--- src/rtl/sgmii_pkg.sv ---
// Shared types for the SGMII link sequencer: FSM states, speed codes, config_reg layout.
package sgmii_pkg;
  typedef enum logic [2:0] {
    RESET_HOLD,
    WAIT_RDY,
    AN_WAIT,
    LINK_UP,
    LINK_DOWN
  } link_state_e;

  localparam logic [1:0] SPD_10   = 2'b00;
  localparam logic [1:0] SPD_100  = 2'b01;
  localparam logic [1:0] SPD_1000 = 2'b10;

  localparam int CFG_LINK   = 15;
  localparam int CFG_DUPLEX = 12;
  localparam int CFG_SPD_HI = 11;
  localparam int CFG_SPD_LO = 10;

  // Partner word is usable only with link set and a non-reserved speed code.
  function automatic logic cfg_valid(input logic [15:0] cfg);
    logic [1:0] spd;
    spd = cfg[CFG_SPD_HI:CFG_SPD_LO];
    return cfg[CFG_LINK] && (spd == SPD_10 || spd == SPD_100 || spd == SPD_1000);
  endfunction
endpackage

--- src/rtl/sgmii_link_ctrl_if.sv ---
// MAC-side GMII transmit stream in, gated GMII transmit stream out toward sgmii_tbi.
interface sgmii_link_ctrl_if;
  logic [7:0] mac_txd;
  logic       mac_tx_en;
  logic       mac_tx_err;
  logic [7:0] gmii_txd;
  logic       gmii_tx_en;
  logic       gmii_tx_err;

  modport master (
    output mac_txd, mac_tx_en, mac_tx_err,
    input  gmii_txd, gmii_tx_en, gmii_tx_err
  );

  modport slave (
    input  mac_txd, mac_tx_en, mac_tx_err,
    output gmii_txd, gmii_tx_en, gmii_tx_err
  );
endinterface

--- src/rtl/sgmii_tx_gate.sv ---
// Frame-boundary TX gate: opens only between frames while the link is up, one cycle latency.
// A frame cut by link loss runs to its end with tx_err forced.
module sgmii_tx_gate (
  input  logic       clk_125mhz,
  input  logic       rst,
  input  logic       link_up,
  input  logic [7:0] mac_txd,
  input  logic       mac_tx_en,
  input  logic       mac_tx_err,
  output logic [7:0] gmii_txd,
  output logic       gmii_tx_en,
  output logic       gmii_tx_err
);
  logic       open_q, open_d;
  logic [7:0] txd_q, txd_d;
  logic       en_q, en_d;
  logic       err_q, err_d;

  always_comb begin
    open_d = open_q ? (link_up | mac_tx_en) : (link_up & ~mac_tx_en);
    txd_d  = '0;
    en_d   = 1'b0;
    err_d  = 1'b0;
    if (open_q) begin
      txd_d = mac_txd;
      en_d  = mac_tx_en;
      err_d = mac_tx_err | (mac_tx_en & ~link_up);
    end
  end

  always_ff @(posedge clk_125mhz or posedge rst) begin
    if (rst) begin
      open_q <= 1'b0;
      txd_q  <= '0;
      en_q   <= 1'b0;
      err_q  <= 1'b0;
    end else begin
      open_q <= open_d;
      txd_q  <= txd_d;
      en_q   <= en_d;
      err_q  <= err_d;
    end
  end

  assign gmii_txd    = txd_q;
  assign gmii_tx_en  = en_q;
  assign gmii_tx_err = err_q;
endmodule

--- src/rtl/sgmii_link_ctrl.sv ---
// SGMII link sequencer: reset hold, SerDes ready wait, autoneg wait, link monitor, backoff.
// Define SGMII_LINK_STATS_EN to add the saturating link_drops counter output.
module sgmii_link_ctrl
  import sgmii_pkg::*;
#(
  parameter int RST_HOLD   = 16,
  parameter int AN_TIMEOUT = 1250000,
  parameter int BACKOFF    = 125000,
  parameter int CNT_W      = 21
) (
  input  logic              clk_125mhz,
  input  logic              rst,
  input  logic              enable,
  input  logic              restart,
  input  logic              tbi_tx_rdy,
  input  logic              tbi_rx_rdy,
  input  logic              autoneg_complete,
  input  logic [15:0]       config_reg,
  output logic              sgmii_rst,
  output logic              link_up,
  output logic [1:0]        speed,
  output logic              full_duplex,
  output logic [7:0]        an_timeouts,
`ifdef SGMII_LINK_STATS_EN
  output logic [15:0]       link_drops,
`endif
  sgmii_link_ctrl_if.slave  tx_if
);
  localparam logic [CNT_W-1:0] RST_LAST = CNT_W'(RST_HOLD - 1);
  localparam logic [CNT_W-1:0] AN_LAST  = CNT_W'(AN_TIMEOUT - 1);
  localparam logic [CNT_W-1:0] BO_LAST  = CNT_W'(BACKOFF - 1);

  link_state_e      state_q, state_d;
  logic [CNT_W-1:0] timer_q, timer_d;
  logic [1:0]       speed_q, speed_d;
  logic             duplex_q, duplex_d;
  logic [7:0]       an_to_q, an_to_d;
  logic             sgmii_rst_q, sgmii_rst_d;
  logic             link_up_q, link_up_d;
  logic             rdy;
  logic [1:0]       cfg_spd;
  logic             link_live;

  assign rdy       = tbi_tx_rdy & tbi_rx_rdy;
  assign cfg_spd   = config_reg[CFG_SPD_HI:CFG_SPD_LO];
  assign link_live = (state_q == LINK_UP);

  always_comb begin
    state_d  = state_q;
    timer_d  = timer_q;
    speed_d  = speed_q;
    duplex_d = duplex_q;
    an_to_d  = an_to_q;
    case (state_q)
      RESET_HOLD: begin
        if (timer_q == RST_LAST) begin
          if (enable) begin
            state_d = WAIT_RDY;
            timer_d = '0;
          end
        end else begin
          timer_d = timer_q + CNT_W'(1);
        end
      end
      WAIT_RDY: begin
        if (rdy) begin
          state_d = AN_WAIT;
          timer_d = '0;
        end
      end
      AN_WAIT: begin
        if (autoneg_complete && cfg_valid(config_reg)) begin
          state_d  = LINK_UP;
          timer_d  = '0;
          speed_d  = cfg_spd;
          duplex_d = config_reg[CFG_DUPLEX];
        end else if (timer_q == AN_LAST) begin
          state_d = RESET_HOLD;
          timer_d = '0;
          if (an_to_q != 8'hFF) an_to_d = an_to_q + 8'd1;
        end else begin
          timer_d = timer_q + CNT_W'(1);
        end
      end
      LINK_UP: begin
        // Any drop of a ready/link qualifier or a renegotiated speed/duplex is a loss.
        if (!autoneg_complete || !config_reg[CFG_LINK] || !rdy ||
            cfg_spd != speed_q || config_reg[CFG_DUPLEX] != duplex_q) begin
          state_d = LINK_DOWN;
          timer_d = '0;
        end
      end
      LINK_DOWN: begin
        if (timer_q == BO_LAST) begin
          state_d = RESET_HOLD;
          timer_d = '0;
        end else begin
          timer_d = timer_q + CNT_W'(1);
        end
      end
      default: begin
        state_d = RESET_HOLD;
        timer_d = '0;
      end
    endcase
    if (restart || !enable) begin
      state_d  = RESET_HOLD;
      timer_d  = '0;
      speed_d  = speed_q;
      duplex_d = duplex_q;
      an_to_d  = an_to_q;
    end
    sgmii_rst_d = (state_d == RESET_HOLD);
    link_up_d   = link_live;
  end

  always_ff @(posedge clk_125mhz or posedge rst) begin
    if (rst) begin
      state_q     <= RESET_HOLD;
      timer_q     <= '0;
      speed_q     <= SPD_10;
      duplex_q    <= 1'b0;
      an_to_q     <= '0;
      sgmii_rst_q <= 1'b1;
      link_up_q   <= 1'b0;
    end else begin
      state_q     <= state_d;
      timer_q     <= timer_d;
      speed_q     <= speed_d;
      duplex_q    <= duplex_d;
      an_to_q     <= an_to_d;
      sgmii_rst_q <= sgmii_rst_d;
      link_up_q   <= link_up_d;
    end
  end

`ifdef SGMII_LINK_STATS_EN
  logic [15:0] drops_q, drops_d;

  always_comb begin
    drops_d = drops_q;
    if (state_q == LINK_UP && state_d == LINK_DOWN && drops_q != 16'hFFFF)
      drops_d = drops_q + 16'd1;
  end

  always_ff @(posedge clk_125mhz or posedge rst) begin
    if (rst) drops_q <= '0;
    else     drops_q <= drops_d;
  end

  assign link_drops = drops_q;
`endif

  assign sgmii_rst   = sgmii_rst_q;
  assign link_up     = link_up_q;
  assign speed       = speed_q;
  assign full_duplex = duplex_q;
  assign an_timeouts = an_to_q;

  sgmii_tx_gate u_tx_gate (
    .clk_125mhz  (clk_125mhz),
    .rst         (rst),
    .link_up     (link_live),
    .mac_txd     (tx_if.mac_txd),
    .mac_tx_en   (tx_if.mac_tx_en),
    .mac_tx_err  (tx_if.mac_tx_err),
    .gmii_txd    (tx_if.gmii_txd),
    .gmii_tx_en  (tx_if.gmii_tx_en),
    .gmii_tx_err (tx_if.gmii_tx_err)
  );
endmodule

--- src/flat_wrapper.sv ---
// flat-port wrapper written by rule: the top's interface ports become plain ports
module sgmii_link_ctrl_flat import sgmii_pkg::*;
#(
  parameter int RST_HOLD   = 16,
  parameter int AN_TIMEOUT = 1250000,
  parameter int BACKOFF    = 125000,
  parameter int CNT_W      = 21
)
  (clk_125mhz, rst, enable, restart, tbi_tx_rdy, tbi_rx_rdy, autoneg_complete, config_reg, sgmii_rst, link_up, speed, full_duplex, an_timeouts, tx_if_mac_txd, tx_if_mac_tx_en, tx_if_mac_tx_err, tx_if_gmii_txd, tx_if_gmii_tx_en, tx_if_gmii_tx_err);
  sgmii_link_ctrl_if tx_if_i ();
  input  logic clk_125mhz;
  input  logic rst;
  input  logic enable;
  input  logic restart;
  input  logic tbi_tx_rdy;
  input  logic tbi_rx_rdy;
  input  logic autoneg_complete;
  input  logic [15:0] config_reg;
  output logic sgmii_rst;
  output logic link_up;
  output logic [1:0] speed;
  output logic full_duplex;
  output logic [7:0] an_timeouts;
  input wire logic [$bits(tx_if_i.mac_txd)-1:0] tx_if_mac_txd;
  input wire logic [$bits(tx_if_i.mac_tx_en)-1:0] tx_if_mac_tx_en;
  input wire logic [$bits(tx_if_i.mac_tx_err)-1:0] tx_if_mac_tx_err;
  output wire logic [$bits(tx_if_i.gmii_txd)-1:0] tx_if_gmii_txd;
  output wire logic [$bits(tx_if_i.gmii_tx_en)-1:0] tx_if_gmii_tx_en;
  output wire logic [$bits(tx_if_i.gmii_tx_err)-1:0] tx_if_gmii_tx_err;
  assign tx_if_i.mac_txd = tx_if_mac_txd;
  assign tx_if_i.mac_tx_en = tx_if_mac_tx_en;
  assign tx_if_i.mac_tx_err = tx_if_mac_tx_err;
  assign tx_if_gmii_txd = tx_if_i.gmii_txd;
  assign tx_if_gmii_tx_en = tx_if_i.gmii_tx_en;
  assign tx_if_gmii_tx_err = tx_if_i.gmii_tx_err;
  sgmii_link_ctrl #(.RST_HOLD(RST_HOLD), .AN_TIMEOUT(AN_TIMEOUT), .BACKOFF(BACKOFF), .CNT_W(CNT_W)) u_core (.clk_125mhz(clk_125mhz), .rst(rst), .enable(enable), .restart(restart), .tbi_tx_rdy(tbi_tx_rdy), .tbi_rx_rdy(tbi_rx_rdy), .autoneg_complete(autoneg_complete), .config_reg(config_reg), .sgmii_rst(sgmii_rst), .link_up(link_up), .speed(speed), .full_duplex(full_duplex), .an_timeouts(an_timeouts), .tx_if(tx_if_i));
endmodule
--- config.mk ---
export PLATFORM = sky130hd
export DESIGN_NAME = sgmii_link_ctrl_flat
export DESIGN_NICKNAME = d
export VERILOG_FILES = /design/src/rtl/sgmii_pkg.sv /design/src/rtl/sgmii_link_ctrl_if.sv /design/src/rtl/sgmii_tx_gate.sv /design/src/rtl/sgmii_link_ctrl.sv /design/src/flat_wrapper.sv
export SDC_FILE = /design/constraint.sdc
export NUM_CORES = 1
export LEC_CHECK = 0
export BUFFER_PORTS_ARGS = -buffer_cell sky130_fd_sc_hd__buf_2
export CORE_UTILIZATION = 58
export CTS_CLUSTER_DIAMETER = 40
export CTS_CLUSTER_SIZE = 14
export DETAILED_ROUTE_END_ITERATION = 8
export GPL_ROUTABILITY_DRIVEN = 0
export HOLD_SLACK_MARGIN = 0.1
export PLACE_DENSITY = 0.94
export SLEW_MARGIN = 0
export SYNTH_ARGS = -nofsm -noshare
export SYNTH_HDL_FRONTEND = slang
export SYNTH_HIERARCHICAL = 1
export SYNTH_SLANG_ARGS = --single-unit
--- constraint.sdc ---
create_clock -name clk_125mhz -period 4.99 [get_ports clk_125mhz]
set_input_delay 1.497 -clock clk_125mhz [delete_from_list [all_inputs] [get_ports clk_125mhz]]
set_output_delay 1.497 -clock clk_125mhz [all_outputs]
set_load 0.005 [all_outputs]
After elaboration in Yosys (flattened, before gate mapping)
Cells that the tools add are included.
- bitwise operators: 9
- add/sub/neg operators: 2
- eq/ne operators: 15
- mux-type cells: 22
- reductions and logical operators: 19
- operator list (operator ; number):
    $mux 21 ; 8
    $pmux 21 s5 ; 1
    $mux 3 ; 8
    $add 21x1->21 const B ; 1
    $eq 21x17->1 const B ; 1
    $eq 21x21->1 const B ; 1
    $eq 21x4->1 const B ; 1
    $pmux 3 s5 ; 1
    $add 8x1->8 const B ; 1
    $mux 8 ; 1
    $ne 8x8->1 const B ; 1
    $logic_or 1x1->1 ; 7
    $eq 3x2->1 const B ; 2
    $logic_not 3->1 ; 2
    $reduce_and 3->1 ; 2
    $reduce_and 5->1 ; 1
    $logic_not 1->1 ; 4
    $ne 4x4->1 const B ; 1
    $not 1->1 ; 4
    $and 1x1->1 ; 3
    $eq 3x1->1 const B ; 1
    $eq 3x3->1 const B ; 1
    $mux 1 ; 3
    $ne 3x1->1 const B ; 1
    8 further kinds ; 10
- register bits after elaboration: 48
- output and inout port bits: 23
- logic and storage cells: 78

Depth between registers and ports, before layout
Gate-level depths: netlist (run 1).
- depth in word-level cells: 9
- gate-level depth with buffers: 7
- gate-level depth less buffers: 6

Modules after synthesis
The synthesis (run 1) kept the hierarchy.
- by module, submodules not included (module ; seq. area each (um^2) ; cells each ; area each (um^2) ; times used):
    sgmii_link_ctrl ; 927.1 ; 221 ; 2129.5 ; 1
    sgmii_tx_gate ; 275.3 ; 25 ; 376.6 ; 1

Worst setup path after synthesis (run 1)
Ideal clock, no wire load.
- path kind: input to register
- start point: input config_reg[12]
- end point: register u_core.timer_q[13]
- path slack: 2.144 ns
- cell stages on the path: 7
- required time: 4.907 ns
- setup time: 0.083 ns
- arrival: 2.763 ns
- path through: xor2_1 -> nor4_1 -> a21o_1 -> buf_2 -> buf_4 -> nand2_1 -> o21ai_0
- longest elaborated chain between the ends: 4
- RTL lines (item ; RTL line ; source):
    from (decl) ; flat_wrapper.sv:18 ; input logic [15:0] config_reg;
    $ne 1x1->1 ; sgmii_link_ctrl.sv:88 ; cfg_spd != speed_q || config_reg[CFG_DUPLEX] != duplex_q) begin
    $logic_or 1x1->1 ; sgmii_link_ctrl.sv:88 ;
    $ne 3x3->1 (no line) ; - ;
    $reduce_and 3->1 (no line) ; - ;
    to (signal assigned) ; sgmii_link_ctrl.sv:128 ; timer_q <= timer_d;
    to (decl) ; sgmii_link_ctrl.sv:34 ; logic [CNT_W-1:0] timer_q, timer_d;
No other way between the ends.
A chain may end at the register's enable or synchronous reset.

Final worst setup path (run 1)
- start point: input config_reg[12]
- end point: register u_core.timer_q[11]
Same word-level chain as after synthesis.

==> results of run 1 <==
[power groups by stage]
| stage | Sequential [mW] | Clock [mW] | Combinational, mW |
|---|---|---|---|
| after CTS | 0.390 | 0.298 | 0.0273 |
| after detailed placement | 0.398 | 0 | 0.0271 |
| final | 0.390 | 0.296 | 0.0269 |
| after global placement | 0.398 | 0 | 0.0262 |
| after global routing | 0.391 | 0.316 | 0.0309 |
| after floorplan | 0.398 | 0 | 0.0137 |
[sequential cells by signal, summed over array words and instances (netlist names), named ones only]
register / flops
u_core/full_duplex: 1
u_core/u_tx_gate/gmii_tx_en: 1
u_core/an_timeouts: 8
u_core/sgmii_rst: 1
u_core/u_tx_gate/gmii_txd: 8
u_core/u_tx_gate/gmii_tx_err: 1
u_core/state_q: 3
u_core/timer_q: 21
u_core/speed: 2
u_core/link_up: 1
[synthesized netlist by cell type (2+ instances only)]
cell type	n
a21oi_1	6
and2_1	10
and3_1	2
buf_2	5
dfrtp_1	47
ha_1	2
inv_1	8
mux2_2	4
nand2_1	31
nand2b_1	3
nand3_1	9
nand4_1	12
nand4_2	2
nor2_1	11
nor2b_1	3
nor3_1	6
nor3b_2	2
nor4_1	4
nor4_4	2
o211ai_1	2
o21ai_0	19
o21ai_1	2
o22ai_1	3
xnor2_1	11
xor2_1	13
[routing by layer]
metal | routed length, microns | global-route usage
met5 | 0 | 0
met4 | 86 | 0.0931
met3 | 350 | 0.0709
met2 | 2710 | 0.469
met1 | 2150 | 0.321
[cells by family after synthesis]
kind of cell             count (synthesis)  synth area share
AO/OA/AOI/OAI                           44             0.108
AND/OR/NAND/NOR                        107             0.261
flip-flops                              48             0.480
adder cells (fa/ha/maj)                  2           0.00998
multiplexers                             6            0.0280
buffers and inverters                   15            0.0295
XOR/XNOR                                24            0.0839
[layout make-up]
| type | instances | area (sq um) |
|---|---|---|
| clock buffers | 6 | 82.6 |
| clock inverters | 2 | 38.8 |
| fillers | 292 | 1220 |
| inverters | 8 | 30.0 |
| multi-input cells | 183 | 1230 |
| flip-flops and latches | 48 | 1200 |
| well taps | 50 | 62.6 |
| repair buffers | 44 | 223 |
[metrics by stage]
stage	area, sq um	instances	util	hold slack [ps]
2_1_floorplan	2510	246	-	484
3_3_place_gp	2750	333	0.672	483
3_5_place_dp	2750	333	0.672	488
4_1_cts	2870	341	0.702	502
5_1_grt	2870	341	0.702	523
6_report	2870	341	0.702	500
[worst max-delay path by stage]
stage                     slack [ps]  cells after the start                             end           start
final                           1740                      6  u_core/timer_q[11]$_DFFE_PP0P_  config_reg[12]
after global routing            1590                      6  u_core/timer_q[11]$_DFFE_PP0P_  config_reg[12]
after CTS                       1790                      6  u_core/timer_q[11]$_DFFE_PP0P_  config_reg[12]
after detailed placement        1480                      6  u_core/timer_q[11]$_DFFE_PP0P_  config_reg[12]
after global placement          1520                      6  u_core/timer_q[17]$_DFFE_PP0P_  config_reg[12]
after floorplan                 2140                      7  u_core/timer_q[13]$_DFFE_PP0P_  config_reg[12]
==> flow_summary_export.csv, run 1 <==
group,metric,value,unit
outcome,outcome,"finished, final reports clean",
clock_tree,worstSkewPairLatency,310,ps
timing,fin_skew,3.96,ps
timing,worstMarginPinSlew,784,ps
hold_path,holdPathEnd,"u_core/an_timeouts[6]$_DFFE_PP0P_",
timing,worst_slack,1740,ps
worst_setup_path,r2r_end,"u_core/timer_q[11]$_DFFE_PP0P_",
worst_setup_path,crit_buf_inv,1,
grt,grt_max_degree,38,
placed_design,pre_cts_ws,1480,ps
clock_tree,cts_setup_buffers,0,
power,finalPower,0.713,mW
yosys,synthCells,246,
clock_tree,clock_sinks,48,
yosys,yosys.area.top_type,"dfrtp_1",
route,wl_per_cell,15.5,microns
grt,gr-usage-all-layers,0.271,
timing,rsz0062_at_grt,"false",
floorplanning,die_area,0.00459,sq mm
route,routed_via_density,6.00,
power,pwr_density_cell,249,mW/mm^2
power,power.switching,0.150,mW
finish,layout_common_cells,"dfrtp_1, buf_2, nand2_1",
finish,drive_gt1_frac,0.251,
worst_setup_path,crit_fanout,21,
timing,hold_viol,0,
floorplanning,fp.dieH,67.7,microns
worst_setup_path,cp_data_required_time,5210,ps
route,drtIter0Drc,136,
worst_setup_path,path_delay_family,"compound AO/OA/AOI/OAI gates",
worst_setup_path,rrSetupSlack,2580,ps
placed_design,dp.final_hpwl,3870,microns
finish,num-nets-final,325,
yosys,ys_seq_elements,48,
timing,min_period,3250,ps
power,swShare,0.211,
worst_setup_path,rr_startpoint,"u_core/full_duplex$_DFFE_PP0P_",
yosys,synth_top_area_share,0.469,
yosys,avgSynthCellArea,10.2,sq um
worst_setup_path,path_class,"in -> reg",
finish,area_growth,14.5,%
clock_tree,postCtsHoldBufs,0,
flow_run,maxCapViolCount,0,
clock_tree,cts_tree,"built",
hold_path,min_from,"u_core/an_timeouts[6]$_DFFE_PP0P_",
clock_tree,cts_root_buf,"clkbuf_8",
yosys,syn_area,0.00251,sq mm
yosys,synth_cell_type_count,52,
route,vias,2047,
yosys,synth_fp_nets,281,
clock_tree,cts_max_path_buffers,2,
hold_path,holdCritPathClass,"reg -> reg",
yosys,async_flop_share,1.00,
yosys,synth_ff_type,"dfrtp_1",
clock_tree,cts_buffers,5,
power,leakagePower,1.33,nW
worst_setup_path,cp_slowest_stage_delay,700,ps
worst_setup_path,ff2ff_path_depth,5,
clock_tree,cts_resized,0,
finish,final_common_cell,"dfrtp_1",
grt,gr-total-overflow,0,
worst_setup_path,cp_slowest_cell,"nor4_1",
grt,grt_pass1_wl,9010,microns
power,clockPowerShare,0.415,
worst_setup_path,crit_arrival,3470,ps
power,pwr-share-comb,0.038,
timing,post-route-period-util,0.651,
timing,finalSetupTns,0,ps
timing,slew_headroom,0.473,
floorplanning,ios,56,
timing,final_max_slew_viol_count,0,
clock_tree,clk_pin_slew,90,ps
yosys,yosys_warnings,6,
route,drcViolationCount,0,
worst_setup_path,end_kind,"flip-flop",
power,vdd_drop_max,0.187,mV
worst_setup_path,worstPathCellList,"buf_2 > xor2_1 > nor4_1 > a21o_1 > o21ai_0 > a22oi_1",
power,seq_power_share,0.547,
worst_setup_path,start_kind,"input port",
hold_path,min_path_cells,1,
yosys,synth-seq-area-share,0.480,
power,p_int,0.563,mW
yosys,synth_edf_count,0,
grt,antenna_found_initial,0,
yosys,synth_area_leaders,"dfrtp_1, nand2_1, xor2_1",
grt,grt_pass1_vias,1942,
route,drt_wl_total,5300,microns
finish,antennaDiodeCount,0,
timing,setup_violations,0,
floorplanning,die_width,67.7,microns
floorplanning,row_count,23,
clock_tree,htreeDepth,2,
route,dr.pass1.iters,5,
floorplanning,core_area,0.00409,sq mm
placed_design,portBuffers,43,
route,drtAntennaViolNets,0,
floorplanning,start_util,0.613,
timing,clock.fmax,0.308,GHz
Note: power is estimated with default switching activity, not from simulation.
==> run 2: changes to the inputs <==
--- a/config.mk
+++ b/config.mk
@@ -6,13 +6,13 @@
 export NUM_CORES = 1
 export LEC_CHECK = 0
 export BUFFER_PORTS_ARGS = -buffer_cell sky130_fd_sc_hd__buf_2
-export CORE_UTILIZATION = 58
+export CORE_UTILIZATION = 54
 export CTS_CLUSTER_DIAMETER = 40
 export CTS_CLUSTER_SIZE = 14
 export DETAILED_ROUTE_END_ITERATION = 8
 export GPL_ROUTABILITY_DRIVEN = 0
 export HOLD_SLACK_MARGIN = 0.1
-export PLACE_DENSITY = 0.94
+export PLACE_DENSITY = 0.89
 export SLEW_MARGIN = 0
 export SYNTH_ARGS = -nofsm -noshare
 export SYNTH_HDL_FRONTEND = slang
==> constraint.sdc (replaced) <==
create_clock -name clk_125mhz -period 3 [get_ports clk_125mhz]
set_input_delay 0.9 -clock clk_125mhz [delete_from_list [all_inputs] [get_ports clk_125mhz]]
set_output_delay 0.9 -clock clk_125mhz [all_outputs]
set_load 0.005 [all_outputs]
==> run 2 against run 1 <==
Die area up 7.2%. Utilization down 4.0 points. Sequential share of layout area down 0.77 points. Worst hold slack better by 25 ps. Critical path depth unchanged. Clock power up 89%. Sequential power up 66%. Critical endpoint is now u_core/an_timeouts[7]$_DFFE_PP0P_. Largest power group unchanged.
==> flow_summary_export.csv, run 2 (synthesized netlist as in run 1, its figures left out) <==
group,metric,value,unit
outcome,outcome,"finished, final reports clean",
finish,regMostFlops,"u_core/timer_q",
timing,fin_skew,9.66,ps
power,power.switching,0.256,mW
worst_setup_path,crit_fanout,8,
timing,post-route-period-util,0.771,
timing,worstMarginPinSlew,666,ps
timing,finalSetupTns,0,ps
route,drcViolationCount,0,
flow_run,maxCapViolCount,0,
clock_tree,postCtsHoldBufs,0,
grt,gr-usage-all-layers,0.228,
power,p_int,1.00,mW
finish,layout_common_cells,"dfrtp_1, buf_2, nand2_1",
timing,hold_viol,0,
clock_tree,htreeDepth,2,
worst_setup_path,cp_data_required_time,3230,ps
placed_design,dp.cells,338,
timing,min_period,2310,ps
clock_tree,worstSkewPairLatency,310,ps
power,vdd_drop_max,0.301,mV
power,pwr-share-comb,0.038,
worst_setup_path,cp_slowest_cell,"nor4b_4",
clock_tree,cts_buffers,5,
finish,area_growth,16.6,%
worst_setup_path,crit_arrival,2540,ps
route,dr.pass1.iters,4,
power,seq_power_share,0.517,
power,clockPowerShare,0.445,
clock_tree,cts_resized,0,
placed_design,dp.final_hpwl,3810,microns
route,routed_via_density,5.89,
floorplanning,fp.dieH,70.1,microns
clock_tree,clock_sinks,48,
grt,globalRouteMet3Util,0.0404,
finish,num-nets-final,328,
clock_tree,cts_tree,"built",
timing,final_max_slew_viol_count,0,
floorplanning,die_width,70.1,microns
worst_setup_path,path_class,"in -> reg",
clock_tree,cts_root_buf,"clkbuf_8",
route,wl_per_cell,15.2,microns
worst_setup_path,worstPathCellList,"buf_2 > nor2b_1 > o211ai_1 > nor4b_4 > nor3b_2 > xor2_1",
finish,final_common_cell,"dfrtp_1",
finish,drive_gt1_frac,0.259,
timing,clock.fmax,0.432,GHz
worst_setup_path,cp_slowest_stage_delay,520,ps
finish,fin_cells,346,
power,swShare,0.204,
worst_setup_path,start_kind,"input port",
grt,gr-total-overflow,0,
grt,antenna_found_initial,0,
worst_setup_path,end_kind,"flip-flop",
timing,slew_headroom,0.556,
grt,grt_pass1_wl,8950,microns
finish,antennaDiodeCount,0,
placed_design,portBuffers,43,
worst_setup_path,path_delay_family,"simple AND/OR/NAND/NOR gates",
grt,busiest_layer,"met2",
power,leakagePower,1.36,nW
finish,fill_cells,340,
timing,rsz0062_at_grt,"false",
power,finalPower,1.26,mW
hold_path,holdCritPathClass,"reg -> reg",
route,drt_wl_total,5250,microns
route,drtIter0Drc,115,
worst_setup_path,crit_buf_inv,1,
finish,largest_reg_flops,21,
clock_tree,cts_max_path_buffers,2,
floorplanning,core_area,0.00441,sq mm
power,pwr_density_cell,430,mW/mm^2
grt,grt_max_degree,23,
grt,gr-usage-met2,0.387,
route,vias,2037,
floorplanning,ios,56,
floorplanning,start_util,0.568,
grt,met1_usage,0.292,
floorplanning,die_area,0.00492,sq mm
grt,grt_pass1_vias,2011,
floorplanning,row_count,24,
route,drtAntennaViolNets,0,
clock_tree,clk_pin_slew,90,ps
clock_tree,cts_setup_buffers,0,
timing,setup_violations,0,
run 2: changes by cell type in the layout (fill, tap and decap cells not counted):
cell / before / now
buf_12: 0 / 1
clkbuf_8: 6 / 5
bufinv_16: 1 / 2
clkinv_4: 1 / 0
buf_4: 1 / 3
inv_6: 0 / 1
run 2: metal layers:
layer | vias up | share of wire
li1 | 974 | -
met2 | 67 | 0.51
met1 | 989 | 0.41
met5 | - | 0
met3 | 7 | 0.059
met4 | 0 | 0.015
run 2: path summary, 6_finish.rpt:
| kind | cells after the start | slack, ps | end | start |
|---|---|---|---|---|
| max | 6 | 690 | u_core/an_timeouts[7]$_DFFE_PP0P_ | enable |
| min | 1 | 520 | u_core/an_timeouts[6]$_DFFE_PP0P_ | u_core/an_timeouts[6]$_DFFE_PP0P_ |
| max reg2reg | 5 | 820 | u_core/timer_q[4]$_DFFE_PP0P_ | u_core/timer_q[10]$_DFFE_PP0P_ |
| min reg2reg | 1 | 520 | u_core/an_timeouts[6]$_DFFE_PP0P_ | u_core/an_timeouts[6]$_DFFE_PP0P_ |
| max in group asynchronous | 3 | 1760 | u_core/timer_q[4]$_DFFE_PP0P_ | rst |
| min in group asynchronous | 2 | 570 | u_core/u_tx_gate/gmii_txd[4]$_DFF_PP0_ | rst |
run 2: power by group through the flow:
stage | Combinational, mW | Clock [mW] | Sequential, mW
floorplan | 0.0228 | 0 | 0.662
global route | 0.0537 | 0.589 | 0.650
finish | 0.0475 | 0.560 | 0.649
global placement | 0.0465 | 0 | 0.662
CTS | 0.0485 | 0.568 | 0.649
detailed placement | 0.0479 | 0 | 0.662
run 2: final cells by class:
cell class | instances | area, sq um | area share
tap | 52 | 65.1 | 0.0223
timing repair buffer | 47 | 258 | 0.0882
clock inverter | 3 | 68.8 | 0.0235
sequential | 48 | 1200 | 0.411
inverter | 8 | 30.0 | 0.0103
multi-input combinational | 183 | 1230 | 0.421
clock buffer | 5 | 68.8 | 0.0235
run 2: stage by stage:
step,setup slack (ps),hold WS [ps],utilization,area [sq um]
floorplan,751,484,-,2510
global placement,546,484,0.631,2790
detailed placement,460,501,0.631,2790
CTS,751,522,0.662,2920
global route,595,538,0.662,2920
finish,687,524,0.662,2920
==> run 3: changes to the inputs <==
--- a/config.mk
+++ b/config.mk
@@ -6,13 +6,13 @@
 export NUM_CORES = 1
 export LEC_CHECK = 0
 export BUFFER_PORTS_ARGS = -buffer_cell sky130_fd_sc_hd__buf_2
-export CORE_UTILIZATION = 54
+export CORE_UTILIZATION = 49
 export CTS_CLUSTER_DIAMETER = 40
 export CTS_CLUSTER_SIZE = 14
 export DETAILED_ROUTE_END_ITERATION = 8
 export GPL_ROUTABILITY_DRIVEN = 0
 export HOLD_SLACK_MARGIN = 0.1
-export PLACE_DENSITY = 0.89
+export PLACE_DENSITY = 0.85
 export SLEW_MARGIN = 0
 export SYNTH_ARGS = -nofsm -noshare
 export SYNTH_HDL_FRONTEND = slang
==> constraint.sdc (replaced) <==
create_clock -name clk_125mhz -period 1.9 [get_ports clk_125mhz]
set_input_delay 0.57 -clock clk_125mhz [delete_from_list [all_inputs] [get_ports clk_125mhz]]
set_output_delay 0.57 -clock clk_125mhz [all_outputs]
set_load 0.005 [all_outputs]
==> run 3 against run 2 <==
The run now ends with negative setup slack left. Register-to-register slack lost 830 ps. Die area grew 9.9%. Total power grew 36%. Largest power group unchanged. Highest routed layer unchanged.
==> flow_summary_export.csv, run 3 (synthesized netlist as in run 1, its figures left out) <==
group,metric,value,unit
outcome,outcome,"finished, violations left",
outcome,violations,"negative setup slack",
worst_setup_path,rr_startpoint,"u_core/timer_q[1]$_DFFE_PP0P_",
worst_setup_path,crit_path_end,"u_core/an_timeouts[7]$_DFFE_PP0P_",
worst_setup_path,cp_slowest_stage_delay,360,ps
timing,clock.fmax,0.523,GHz
power,pwr_density_cell,531,mW/mm^2
grt,grt_pass1_wl,9850,microns
grt,antenna_found_initial,0,
timing,fin_skew,4.70,ps
placed_design,portBuffers,43,
route,wl_per_cell,14.9,microns
worst_setup_path,start_kind,"flip-flop",
power,seq_power_share,0.599,
clock_tree,clk_pin_slew,90,ps
floorplanning,die_area,0.00540,sq mm
grt,grt_max_degree,38,
grt,grt_pass1_vias,2206,
route,drt_wl_total,5940,microns
worst_setup_path,ff2ff_path_depth,7,
worst_setup_path,rrSetupSlack,-10,ps
worst_setup_path,crit_arrival,2140,ps
finish,largest_reg_flops,21,
grt,gr-usage-all-layers,0.243,
clock_tree,cts_tree,"built",
timing,slew_headroom,0.679,
route,drtIter0Drc,158,
power,vdd_drop_max,0.423,mV
clock_tree,worstSkewPairLatency,300,ps
timing,post-route-period-util,1.01,
floorplanning,start_util,0.520,
timing,worst_slack,-13.3,ps
power,pwr-share-comb,0.053,
worst_setup_path,cp_slowest_cell,"dfrtp_1",
route,top_layer_used,"met4",
placed_design,dp.final_hpwl,4230,microns
route,routed_via_density,5.56,
power,leakagePower,1.56,nW
worst_setup_path,crit_fanout,8,
timing,final_max_slew_viol_count,0,
hold_path,holdCritPathClass,"in -> async",
route,met2WireLength,3040,microns
floorplanning,core_area,0.00482,sq mm
finish,final_common_cell,"dfrtp_1",
finish,layout_common_cells,"dfrtp_1, buf_2, buf_4",
clock_tree,clock_sinks,48,
finish,drive_gt1_frac,0.352,
worst_setup_path,worstPathCellList,"ha_1 > and3_1 > nand4_4 > nor4b_4 > buf_6 > nor3b_4 > xor2_1",
placed_design,pre_cts_ws,-116,ps
finish,regMostFlops,"u_core/timer_q",
route,dr.pass1.iters,4,
clock_tree,cts_root_buf,"clkbuf_8",
route,drtAntennaViolNets,0,
floorplanning,die_width,73.5,microns
finish,antennaDiodeCount,0,
worst_setup_path,cp_data_required_time,2130,ps
timing,setup_violations,1,
timing,finalSetupTns,-13.3,ps
route,drcViolationCount,0,
finish,area_growth,28.6,%
clock_tree,cts_buffers,5,
worst_setup_path,r2r_end,"u_core/an_timeouts[7]$_DFFE_PP0P_",
power,p_int,1.32,mW
floorplanning,row_count,25,
finish,num-nets-final,366,
timing,min_period,1910,ps
worst_setup_path,worstSetupStartpoint,"u_core/timer_q[1]$_DFFE_PP0P_",
route,met3_length,305,microns
timing,rsz0062_at_grt,"true",
route,vias,2219,
worst_setup_path,path_class,"reg -> reg",
timing,hold_slack,242,ps
power,swShare,0.229,
worst_setup_path,end_kind,"flip-flop",
power,power.switching,0.392,mW
grt,gr-total-overflow,0,
timing,hold_viol,0,
power,clockPowerShare,0.348,
timing,worstMarginPinSlew,482,ps
finish,postLayoutCoreUtil,0.669,
clock_tree,cts_max_path_buffers,2,
floorplanning,fp.dieH,73.5,microns
clock_tree,htreeDepth,2,
route,wl_met1,2460,microns
flow_run,maxCapViolCount,0,
floorplanning,ios,56,
-- run 3: cell type report --
| class | count | area [sq um] |
|---|---|---|
| clock inverter | 2 | 12.5 |
| timing repair buffer | 85 | 547 |
| multi-input combinational | 183 | 1270 |
| sequential | 48 | 1200 |
| fill | 392 | 1590 |
| tap | 67 | 83.8 |
| inverter | 8 | 30.0 |
| clock buffer | 6 | 72.6 |
-- run 3: timing repair --
item                       CTS  global route
pin swaps                    1             6
hold buffers                 0             0
setup buffers                1             0
setup endpoints to repair   13            30
resized for setup            8             4
-- run 3: per-layer routing --
| metal | global-route usage | vias up |
|---|---|---|
| met5 | 0 | - |
| met4 | 0.105 | 0 |
| met3 | 0.0535 | 15 |
| met2 | 0.404 | 83 |
| met1 | 0.305 | 1081 |
| li1 | - | 1040 |
-- run 3: how the worst min path moves through the flow --
stage	from	end	slack, ps	cells after the start
2_1_floorplan	rst	async pin	420	1
3_3_place_gp	u_core/an_timeouts[7]$_DFFE_PP0P_	u_core/an_timeouts[7]$_DFFE_PP0P_	490	1
3_5_place_dp	u_core/an_timeouts[6]$_DFFE_PP0P_	u_core/an_timeouts[6]$_DFFE_PP0P_	500	1
4_1_cts	rst	u_core/u_tx_gate/gmii_txd[2]$_DFF_PP0_	250	2
5_1_grt	rst	u_core/u_tx_gate/gmii_tx_en$_DFF_PP0_	270	2
6_report	rst	u_core/u_tx_gate/gmii_txd[5]$_DFF_PP0_	240	2
-- run 3: per-stage QoR --
stage,instance area [sq um],power (mW),instances
after floorplan,2510,1.08,246
after global placement,3090,1.13,390
after detailed placement,3090,1.14,390
after CTS,3210,1.73,399
after global routing,3220,1.78,399
final,3220,1.71,399
-- run 3: worst max-delay path: cells and delay by family (launching register included) --
kind,cells,cell delay (ps)
buf+inv,1,170
xor+xnor,1,160
simple gates,4,930
fa+ha+maj,1,220
flops,1,360
-- run 3: power groups by stage --
stage	Combinational (mW)	Sequential [mW]	Clock, mW
final	0.0914	1.02	0.595
after global routing	0.103	1.02	0.649
after CTS	0.0924	1.02	0.612
after detailed placement	0.0918	1.04	0
after global placement	0.0887	1.04	0
after floorplan	0.0367	1.05	0
